==> src/rtl/adpll_err_uart_tx.sv <==
// Phase-error logger: samples error_i on reference rising edges, buffers the
// samples in a FIFO and streams them as 8N1 UART frames. ERR_UART_ASCII_HEX_EN selects hex-text output.
module adpll_err_uart_tx #(
  parameter int CLKS_PER_BIT = 2240,
  parameter int FIFO_DEPTH   = 16,
  parameter int DECIM        = 1
) (
  input  logic       fpga_clk_i,
  input  logic       reset_ni,
  input  logic       enable_i,
  input  logic       ref_clk_i,
  input  logic [7:0] error_i,
  output logic       tx_o,
  output logic       busy_o,
  output logic       overflow_o,
  output logic [7:0] drop_count_o
);

  localparam int AW = (FIFO_DEPTH > 2) ? $clog2(FIFO_DEPTH) : 1;
  localparam int TW = (CLKS_PER_BIT > 2) ? $clog2(CLKS_PER_BIT) : 1;
  localparam int DW = (DECIM > 1) ? $clog2(DECIM) : 1;

  typedef enum logic [1:0] {IDLE, START, DATA, STOP} state_t;

  logic          ref_meta, ref_sync, ref_prev, strobe;
  logic [DW-1:0] dec_cnt;
  logic          capture;

  logic [7:0]    mem [FIFO_DEPTH];
  logic [AW-1:0] wr_ptr, rd_ptr;
  logic [AW:0]   count;
  logic          fifo_empty, fifo_full, push, pop;
  logic [7:0]    head;

  state_t        state;
  logic [TW-1:0] timer;
  logic [2:0]    bit_idx;
  logic [7:0]    data;
  logic          pending;

`ifdef ERR_UART_ASCII_HEX_EN
  logic [1:0]    char_idx;
  logic [7:0]    sample;

  function automatic logic [7:0] hex_char(input logic [3:0] nib);
    return (nib < 4'd10) ? (8'h30 + {4'h0, nib}) : (8'h37 + {4'h0, nib});
  endfunction

  assign pending = (char_idx != 2'd0);
`else
  assign pending = 1'b0;
`endif

  // Reference clock is treated as data: two-flop synchronizer, then a registered edge strobe.
  always_ff @(posedge fpga_clk_i or negedge reset_ni) begin
    if (!reset_ni) begin
      ref_meta <= 1'b0;
      ref_sync <= 1'b0;
      ref_prev <= 1'b0;
      strobe   <= 1'b0;
    end else begin
      ref_meta <= ref_clk_i;
      ref_sync <= ref_meta;
      ref_prev <= ref_sync;
      strobe   <= ref_sync & ~ref_prev;
    end
  end

  always_ff @(posedge fpga_clk_i or negedge reset_ni) begin
    if (!reset_ni) begin
      dec_cnt <= '0;
    end else if (strobe && enable_i) begin
      dec_cnt <= (dec_cnt == DW'(DECIM - 1)) ? '0 : dec_cnt + 1'b1;
    end
  end

  assign capture    = strobe && enable_i && (dec_cnt == '0);
  assign fifo_empty = (count == '0);
  assign fifo_full  = (count == (AW + 1)'(FIFO_DEPTH));
  assign pop        = (state == IDLE) && !pending && !fifo_empty;
  assign push       = capture && (!fifo_full || pop);
  assign head       = mem[rd_ptr];

  always_ff @(posedge fpga_clk_i) begin
    if (push) mem[wr_ptr] <= error_i;
  end

  always_ff @(posedge fpga_clk_i or negedge reset_ni) begin
    if (!reset_ni) begin
      wr_ptr       <= '0;
      rd_ptr       <= '0;
      count        <= '0;
      overflow_o   <= 1'b0;
      drop_count_o <= 8'd0;
    end else begin
      if (push) wr_ptr <= wr_ptr + 1'b1;
      if (pop)  rd_ptr <= rd_ptr + 1'b1;
      case ({push, pop})
        2'b10:   count <= count + 1'b1;
        2'b01:   count <= count - 1'b1;
        default: count <= count;
      endcase
      if (capture && fifo_full && !pop) begin
        overflow_o <= 1'b1;
        if (drop_count_o != 8'hFF) drop_count_o <= drop_count_o + 8'd1;
      end
    end
  end

  // Transmitter: tx_o is registered, so a pop in IDLE drives the start bit on the next cycle.
  always_ff @(posedge fpga_clk_i or negedge reset_ni) begin
    if (!reset_ni) begin
      state    <= IDLE;
      timer    <= '0;
      bit_idx  <= 3'd0;
      data     <= 8'd0;
      tx_o     <= 1'b1;
      busy_o   <= 1'b0;
`ifdef ERR_UART_ASCII_HEX_EN
      char_idx <= 2'd0;
      sample   <= 8'd0;
`endif
    end else begin
      busy_o <= (state != IDLE) || !fifo_empty || pending;
      case (state)
        IDLE: begin
`ifdef ERR_UART_ASCII_HEX_EN
          if (pending) begin
            data  <= (char_idx == 2'd1) ? hex_char(sample[3:0]) : 8'h0A;
            tx_o  <= 1'b0;
            timer <= TW'(CLKS_PER_BIT - 1);
            state <= START;
          end else if (pop) begin
            sample <= head;
            data   <= hex_char(head[7:4]);
            tx_o   <= 1'b0;
            timer  <= TW'(CLKS_PER_BIT - 1);
            state  <= START;
          end
`else
          if (pop) begin
            data  <= head;
            tx_o  <= 1'b0;
            timer <= TW'(CLKS_PER_BIT - 1);
            state <= START;
          end
`endif
        end
        START: begin
          if (timer == '0) begin
            bit_idx <= 3'd0;
            tx_o    <= data[0];
            timer   <= TW'(CLKS_PER_BIT - 1);
            state   <= DATA;
          end else begin
            timer <= timer - 1'b1;
          end
        end
        DATA: begin
          if (timer == '0) begin
            timer <= TW'(CLKS_PER_BIT - 1);
            if (bit_idx == 3'd7) begin
              tx_o  <= 1'b1;
              state <= STOP;
            end else begin
              bit_idx <= bit_idx + 3'd1;
              tx_o    <= data[bit_idx + 3'd1];
            end
          end else begin
            timer <= timer - 1'b1;
          end
        end
        STOP: begin
          if (timer == '0) begin
            state <= IDLE;
`ifdef ERR_UART_ASCII_HEX_EN
            char_idx <= (char_idx == 2'd2) ? 2'd0 : char_idx + 2'd1;
`endif
          end else begin
            timer <= timer - 1'b1;
          end
        end
        default: state <= IDLE;
      endcase
    end
  end

endmodule

==> config.mk <==
export PLATFORM = sky130hd
export DESIGN_NAME = adpll_err_uart_tx
export DESIGN_NICKNAME = d
export VERILOG_FILES = /design/src/rtl/adpll_err_uart_tx.sv
export SDC_FILE = /design/constraint.sdc
export NUM_CORES = 1
export LEC_CHECK = 0
export ABC_AREA = 1
export CAP_MARGIN = 20
export CELL_PAD_IN_SITES_DETAIL_PLACEMENT = 1
export CELL_PAD_IN_SITES_GLOBAL_PLACEMENT = 1
export CORE_MARGIN = 2
export CORE_UTILIZATION = 50
export CTS_CLUSTER_DIAMETER = 40
export DETAILED_ROUTE_END_ITERATION = 10
export GPL_ROUTABILITY_DRIVEN = 0
export GPL_TIMING_DRIVEN = 1
export PLACE_DENSITY = 0.82
export RECOVER_POWER = 25
export SETUP_SLACK_MARGIN = 0.1
export SLEW_MARGIN = 20
export SYNTH_ARGS = -nofsm -noshare
export SYNTH_HDL_FRONTEND = slang
export SYNTH_SLANG_ARGS = --single-unit
==> constraint.sdc <==
create_clock -name fpga_clk_i -period 2.45 [get_ports fpga_clk_i]
set_input_delay 0.49 -clock fpga_clk_i [delete_from_list [all_inputs] [get_ports fpga_clk_i]]
set_output_delay 0.49 -clock fpga_clk_i [all_outputs]
set_load 0.05 [all_outputs]
==> results of run 1 <==
## power breakdown
| part | total, mW | switching [mW] | internal (mW) |
|---|---|---|---|
| clock | 2.66 | 1.24 | 1.42 |
| sequential | 3.54 | 0.129 | 3.41 |
| combinational | 0.579 | 0.406 | 0.173 |
## cell families (layout without fill, tap and decap cells)
| family | Yosys count | count (layout) | synth area share |
|---|---|---|---|
| AND/OR/NAND/NOR | 246 | 246 | 0.133 |
| AO/OA/AOI/OAI | 164 | 164 | 0.121 |
| XOR/XNOR | 18 | 18 | 0.0218 |
| adder cells (fa/ha/maj) | 16 | 16 | 0.0253 |
| multiplexers | 1 | 1 | 0.00142 |
| buffers and inverters | 82 | 143 | 0.0429 |
| flip-flops | 181 | 181 | 0.654 |
## per-stage QoR
stage | setup WS, ns | util | cell area, um^2 | power, mW
detailed placement | 0.00308 | 0.556 | 8510 | 4.15
global placement | 0.0994 | 0.556 | 8510 | 4.10
finish | 0.191 | 0.593 | 9080 | 6.78
global route | 0.113 | 0.593 | 9080 | 7.00
floorplan | 0.422 | - | 7900 | 3.88
CTS | 0.162 | 0.593 | 9090 | 6.79
## Yosys cell counts, drive strengths merged (4+ instances only)
master  number
o22ai       12
a31oi       10
nor2       139
o211ai      27
nand2       74
edfxtp     128
inv         53
dfrtp       52
o221ai       7
a21oi       13
xor2        14
clkbuf      15
buf         12
o21ai       91
xnor2        4
nand3       24
ha          16
nand4        6
## flip-flops by register name, indices dropped and copies added, names as in the netlist, 2 cells and up
register / count
drop_count_o: 8
timer: 12
data: 8
state: 2
mem: 128
wr_ptr: 4
rd_ptr: 4
count: 5
bit_idx: 3
## what timing repair did
action	in CTS	in global routing
hold buffers	1	0
endpoints found under the hold margin	8	0
setup endpoints to repair	0	93
gates resized for setup	0	2
## layer usage
layer,part of all wire,wire length (um)
met1,0.39,8280
met2,0.51,10700
met3,0.064,1350
met4,0.032,675
met5,0,0
## worst min-delay path by stage
stage / from / endpoint / cells past startpoint
finish: ref_meta / ref_sync / 0
CTS: ref_meta / ref_sync / 0
floorplan: reset_ni / bit_idx[0] / 0
global route: ref_meta / ref_sync / 0
global placement: ref_meta / ref_sync / 0
detailed placement: ref_meta / ref_sync / 0
## area by class of cell
| cell class | instances | area, um^2 | area share |
|---|---|---|---|
| clock buffers | 17 | 425 | 0.0469 |
| clock inverters | 15 | 143 | 0.0157 |
| well taps | 211 | 264 | 0.0291 |
| multi-input cells | 445 | 2400 | 0.264 |
| repair buffers | 56 | 468 | 0.0515 |
| inverters | 55 | 206 | 0.0227 |
| flip-flops and latches | 181 | 5170 | 0.570 |
==> flow_summary.yaml, run 1 <==
placed_design:
  dp_cells: 947
  dp_hpwl_mm: 13.7
  port_buffers: 22
setup_path:
  cpLargestDelayFamily: "buffers and inverters"
  crit_required_ns: 1.96
  crit_path_max_fanout: 2
  r2r_end: "mem[8][2]"
  reg2reg_slack_ns: 0.29
  critPathCapture: "tx_o"
  r2r_cells: 7
  path_depth: 1
  cpMaxStageDelayCell: "clkdlybuf4s50_1"
  crit_start: "tx_o"
  cp_num_buf_inv: 1
  max_stage_delay_ns: 0.81
  worstPathCellList: "clkdlybuf4s50_1"
  cp-start-kind: "flop"
  crit_path_end_kind: "primary output"
  crit_type: "flop to primary output"
  cp.arrival_ns: 1.77
  r2r_start: "state[1]"
synthesis:
  ys_seq_area_frac: 0.654
  synth_ff_type: "edfxtp_1"
  ys_warn_count: 0
  synth_cells: 708
  syn_area_um2: 7900
  synth_nets: 736
  yosys-top-cells-area: "edfxtp_1 (49%), dfrtp_1 (16%), nor2_1 (6.2%)"
  synthDominantCellAreaShare: 0.486
  synth_edf_count: 128
  ys_seq_elements: 181
  yosysTopAreaCell: "edfxtp_1"
  avgSynthCellArea_um2: 11.2
  async_reset_ff_frac: 0.293
  synth_cell_type_count: 39
global_route:
  overflow: 0
  grt_pass1_vias: 6116
  grt.met1_usage: 0.329
  gr-usage-met2: 0.463
  grt_max_degree: 67
  grt_util_met3: 0.0562
  antenna_found_initial: 0
  grt_busiest_layer: "met2"
  grt.total_usage: 0.267
  grt_pass1_wl_mm: 33.2
timing:
  drv_slew: 0
  whs_ns: 0.360
  finalCritPeriodShare: 0.922
  rsz0062_at_grt: "no"
  finalHoldViolations: 0
  relSlewSlack: 0.343
  tightest_slew_ns: 0.985
  fin_crit_ns: 2.26
  skew_ns: 0.0172
  fmax_ghz: 0.443
  fin_setup_tns_ns: 0
  finalSetupViolations: 0
finish:
  layout_commonest_cell: "nor2_1"
  n_fill_cell: 1637
  final_cells: 980
  drive_gt1_frac: 0.116
  final_cell_mix: "nor2_1 (131), edfxtp_1 (128), o21ai_0 (89)"
  nNetsFinal: 784
  diodes: 0
  area_growth_pct: 14.9
drt:
  via_per_inst: 5.78
  drtIter0Drc: 488
  dr_total_vias: 5663
  ant_nets: 0
  wirelength_mm: 21.0
  dr.pass1.iters: 5
  drc_errors: 0
  post_drt_wl_per_cell_um: 21.5
clock_tree:
  postCtsSetupRepairBufs: 0
  clk_pin_slew_ns: 0.06
  cts_tree: "built"
  clockBufferDepth: 2
  cts_sinks: 181
  clock_latency_ns: 0.44
  clock-root-buffer: "clkbuf_16"
  numCtsBuffers: 17
  h-tree-depth: 4
die:
  core_um2: 15300
  start_util: 0.516
  ios: 23
  rows: 45
  die_w_um: 130
  die_h_um: 130
  fp.dieArea_um2: 16800
power_and_ir_drop:
  power_density_nw_per_um2: 747
  peakVddDrop_mv: 0.538
  p_leak_nw: 3.39
min_path:
  min_path_type: "flop to flop"
flow_run:
  cap_violations: 0
outcome:
  status: "finished, final reports clean"
Note: power is estimated with default switching activity, not from simulation.
==> run 2: changes to the inputs <==
CAP_MARGIN = 30   (was 20)
GPL_TIMING_DRIVEN = 0   (was 1)
TNS_END_PERCENT = 1   (was not set)
==> flow_summary.yaml, run 2 (synthesized netlist as in run 1, its figures left out) <==
outcome:
  status: "finished, final reports clean"
timing:
  finalSetupViolations: 0
  whs_ns: 0.351
  drv_slew: 0
  fmax_ghz: 0.433
  skew_ns: 0.00902
  tightest_slew_ns: 1.38
  fin_crit_ns: 2.31
  finalCritPeriodShare: 0.942
  rsz0062_at_grt: "yes"
  fin_setup_tns_ns: 0
  finalHoldViolations: 0
  relSlewSlack: 0.0803
  setup_ws_ns: 0.142
clock_tree:
  cts_tree: "built"
  postCtsSetupRepairBufs: 0
  clk_pin_slew_ns: 0.07
  numCtsBuffers: 17
  clock-root-buffer: "clkbuf_16"
  clock_latency_ns: 0.42
  postCtsHoldBufs: 0
  h-tree-depth: 4
  clockBufferDepth: 2
  cts_sinks: 181
placed_design:
  port_buffers: 22
  place_area_um2: 8380
  pre_cts_ws_ns: -0.501
  dp_hpwl_mm: 14.2
  dp_cells: 941
drt:
  dr.pass1.iters: 5
  drc_errors: 0
  dr_total_vias: 5728
  wirelength_mm: 21.7
  ant_nets: 0
  via_per_inst: 5.89
  post_drt_wl_per_cell_um: 22.3
  drtIter0Drc: 451
die:
  start_util: 0.516
  die_h_um: 130
  core_um2: 15300
  die_w_um: 130
  ios: 23
  rows: 45
  fp.dieArea_um2: 16800
setup_path:
  worstPathCellList: "inv_1, clkbuf_1, o21ai_0, o22ai_1, o211ai_1, a31oi_1"
  crit_type: "flop to flop"
  crit_path_end_kind: "flop"
  crit_path_max_fanout: 10
  crit_required_ns: 2.79
  cp-start-kind: "flop"
  max_stage_delay_ns: 0.53
  cp.arrival_ns: 2.65
  cpMaxStageDelayCell: "clkbuf_1"
finish:
  largestRegisters: "mem: 128 flops, timer: 12 flops"
  final_cell_mix: "edfxtp_1 (128), nor2_1 (115), o21ai_0 (88)"
  nNetsFinal: 777
  utilization: 0.598
  area_growth_pct: 15.9
  largest_reg_flops: 128
  n_fill_cell: 1624
  fin_area_um2: 9160
  drive_gt1_frac: 0.117
  top_register: "mem"
  final_cells: 973
  diodes: 0
  layout_commonest_cell: "edfxtp_1"
global_route:
  grt.total_usage: 0.276
  grt_pass1_vias: 6220
  grt_max_degree: 54
  gr-usage-met2: 0.474
  grt_util_met3: 0.0455
  antenna_found_initial: 0
  overflow: 0
  grt_pass1_wl_mm: 34.4
  grt_busiest_layer: "met2"
  grt.met1_usage: 0.338
power_and_ir_drop:
  power_density_nw_per_um2: 778
  power_mw: 7.12
  p_leak_nw: 3.33
  peakVddDrop_mv: 0.535
min_path:
  min_path_type: "flop to flop"
flow_run:
  cap_violations: 0
[run 2: cell types whose count changed in the layout (fill, tap and decap cells not counted), moves of 3 or more]
cell,before,now
buf_4,27,4
nor2_4,3,20
nor2_1,131,115
clkbuf_1,4,18
buf_2,0,7
inv_6,6,0
bufinv_16,1,5
nand2_1,68,64
nand2_2,5,9
clkinv_1,5,2
[run 2: where the power goes]
group	total (mW)	switching, mW	internal, mW
logic	0.626	0.460	0.166
registers	3.53	0.113	3.41
clock network	2.97	1.15	1.82
total	7.12	1.73	5.40
[run 2: layer usage]
metal	share of wire	routed length, um	up-vias
met5	0	0	-
met4	0.044	961	0
met3	0.048	1030	64
met2	0.51	11000	194
met1	0.40	8690	2902
li1	-	-	2568
[run 2: worst paths after layout]
kind	from	to	slack, ns	depth (start not counted)
setup / recovery	rd_ptr[1]	data[6]	0.14	6
hold / removal	ref_meta	ref_sync	0.35	0
setup reg to reg	rd_ptr[1]	data[6]	0.14	6
hold reg to reg	ref_meta	ref_sync	0.35	0
max in group asynchronous	reset_ni	drop_count_o[6]	1.24	1
min in group asynchronous	reset_ni	bit_idx[0]	0.36	1
[run 2: timing repair]
action                     4_1_cts  5_1_grt
resized for setup               37        1
setup endpoints to repair      128       63
pin swaps                        0        0
cloned                           0        0
[run 2: final cells by class]
class                           count  area [um^2]  share of cell area
Inverter                           55          206              0.0225
Multi-Input combinational cell    445         2530               0.276
Tap cell                          211          264              0.0288
Timing Repair Buffer               22          215              0.0235
Buffer                             27          133              0.0145
Clock buffer                       20          437              0.0477
Sequential cell                   181         5170               0.565
Clock inverter                     12          204              0.0223
[run 2: worst max-delay path, delay by kind of cell (launching register included)]
family          cells  cell delay [ns]
flops               1             0.49
buf+inv             2             0.79
compound gates      4             0.92
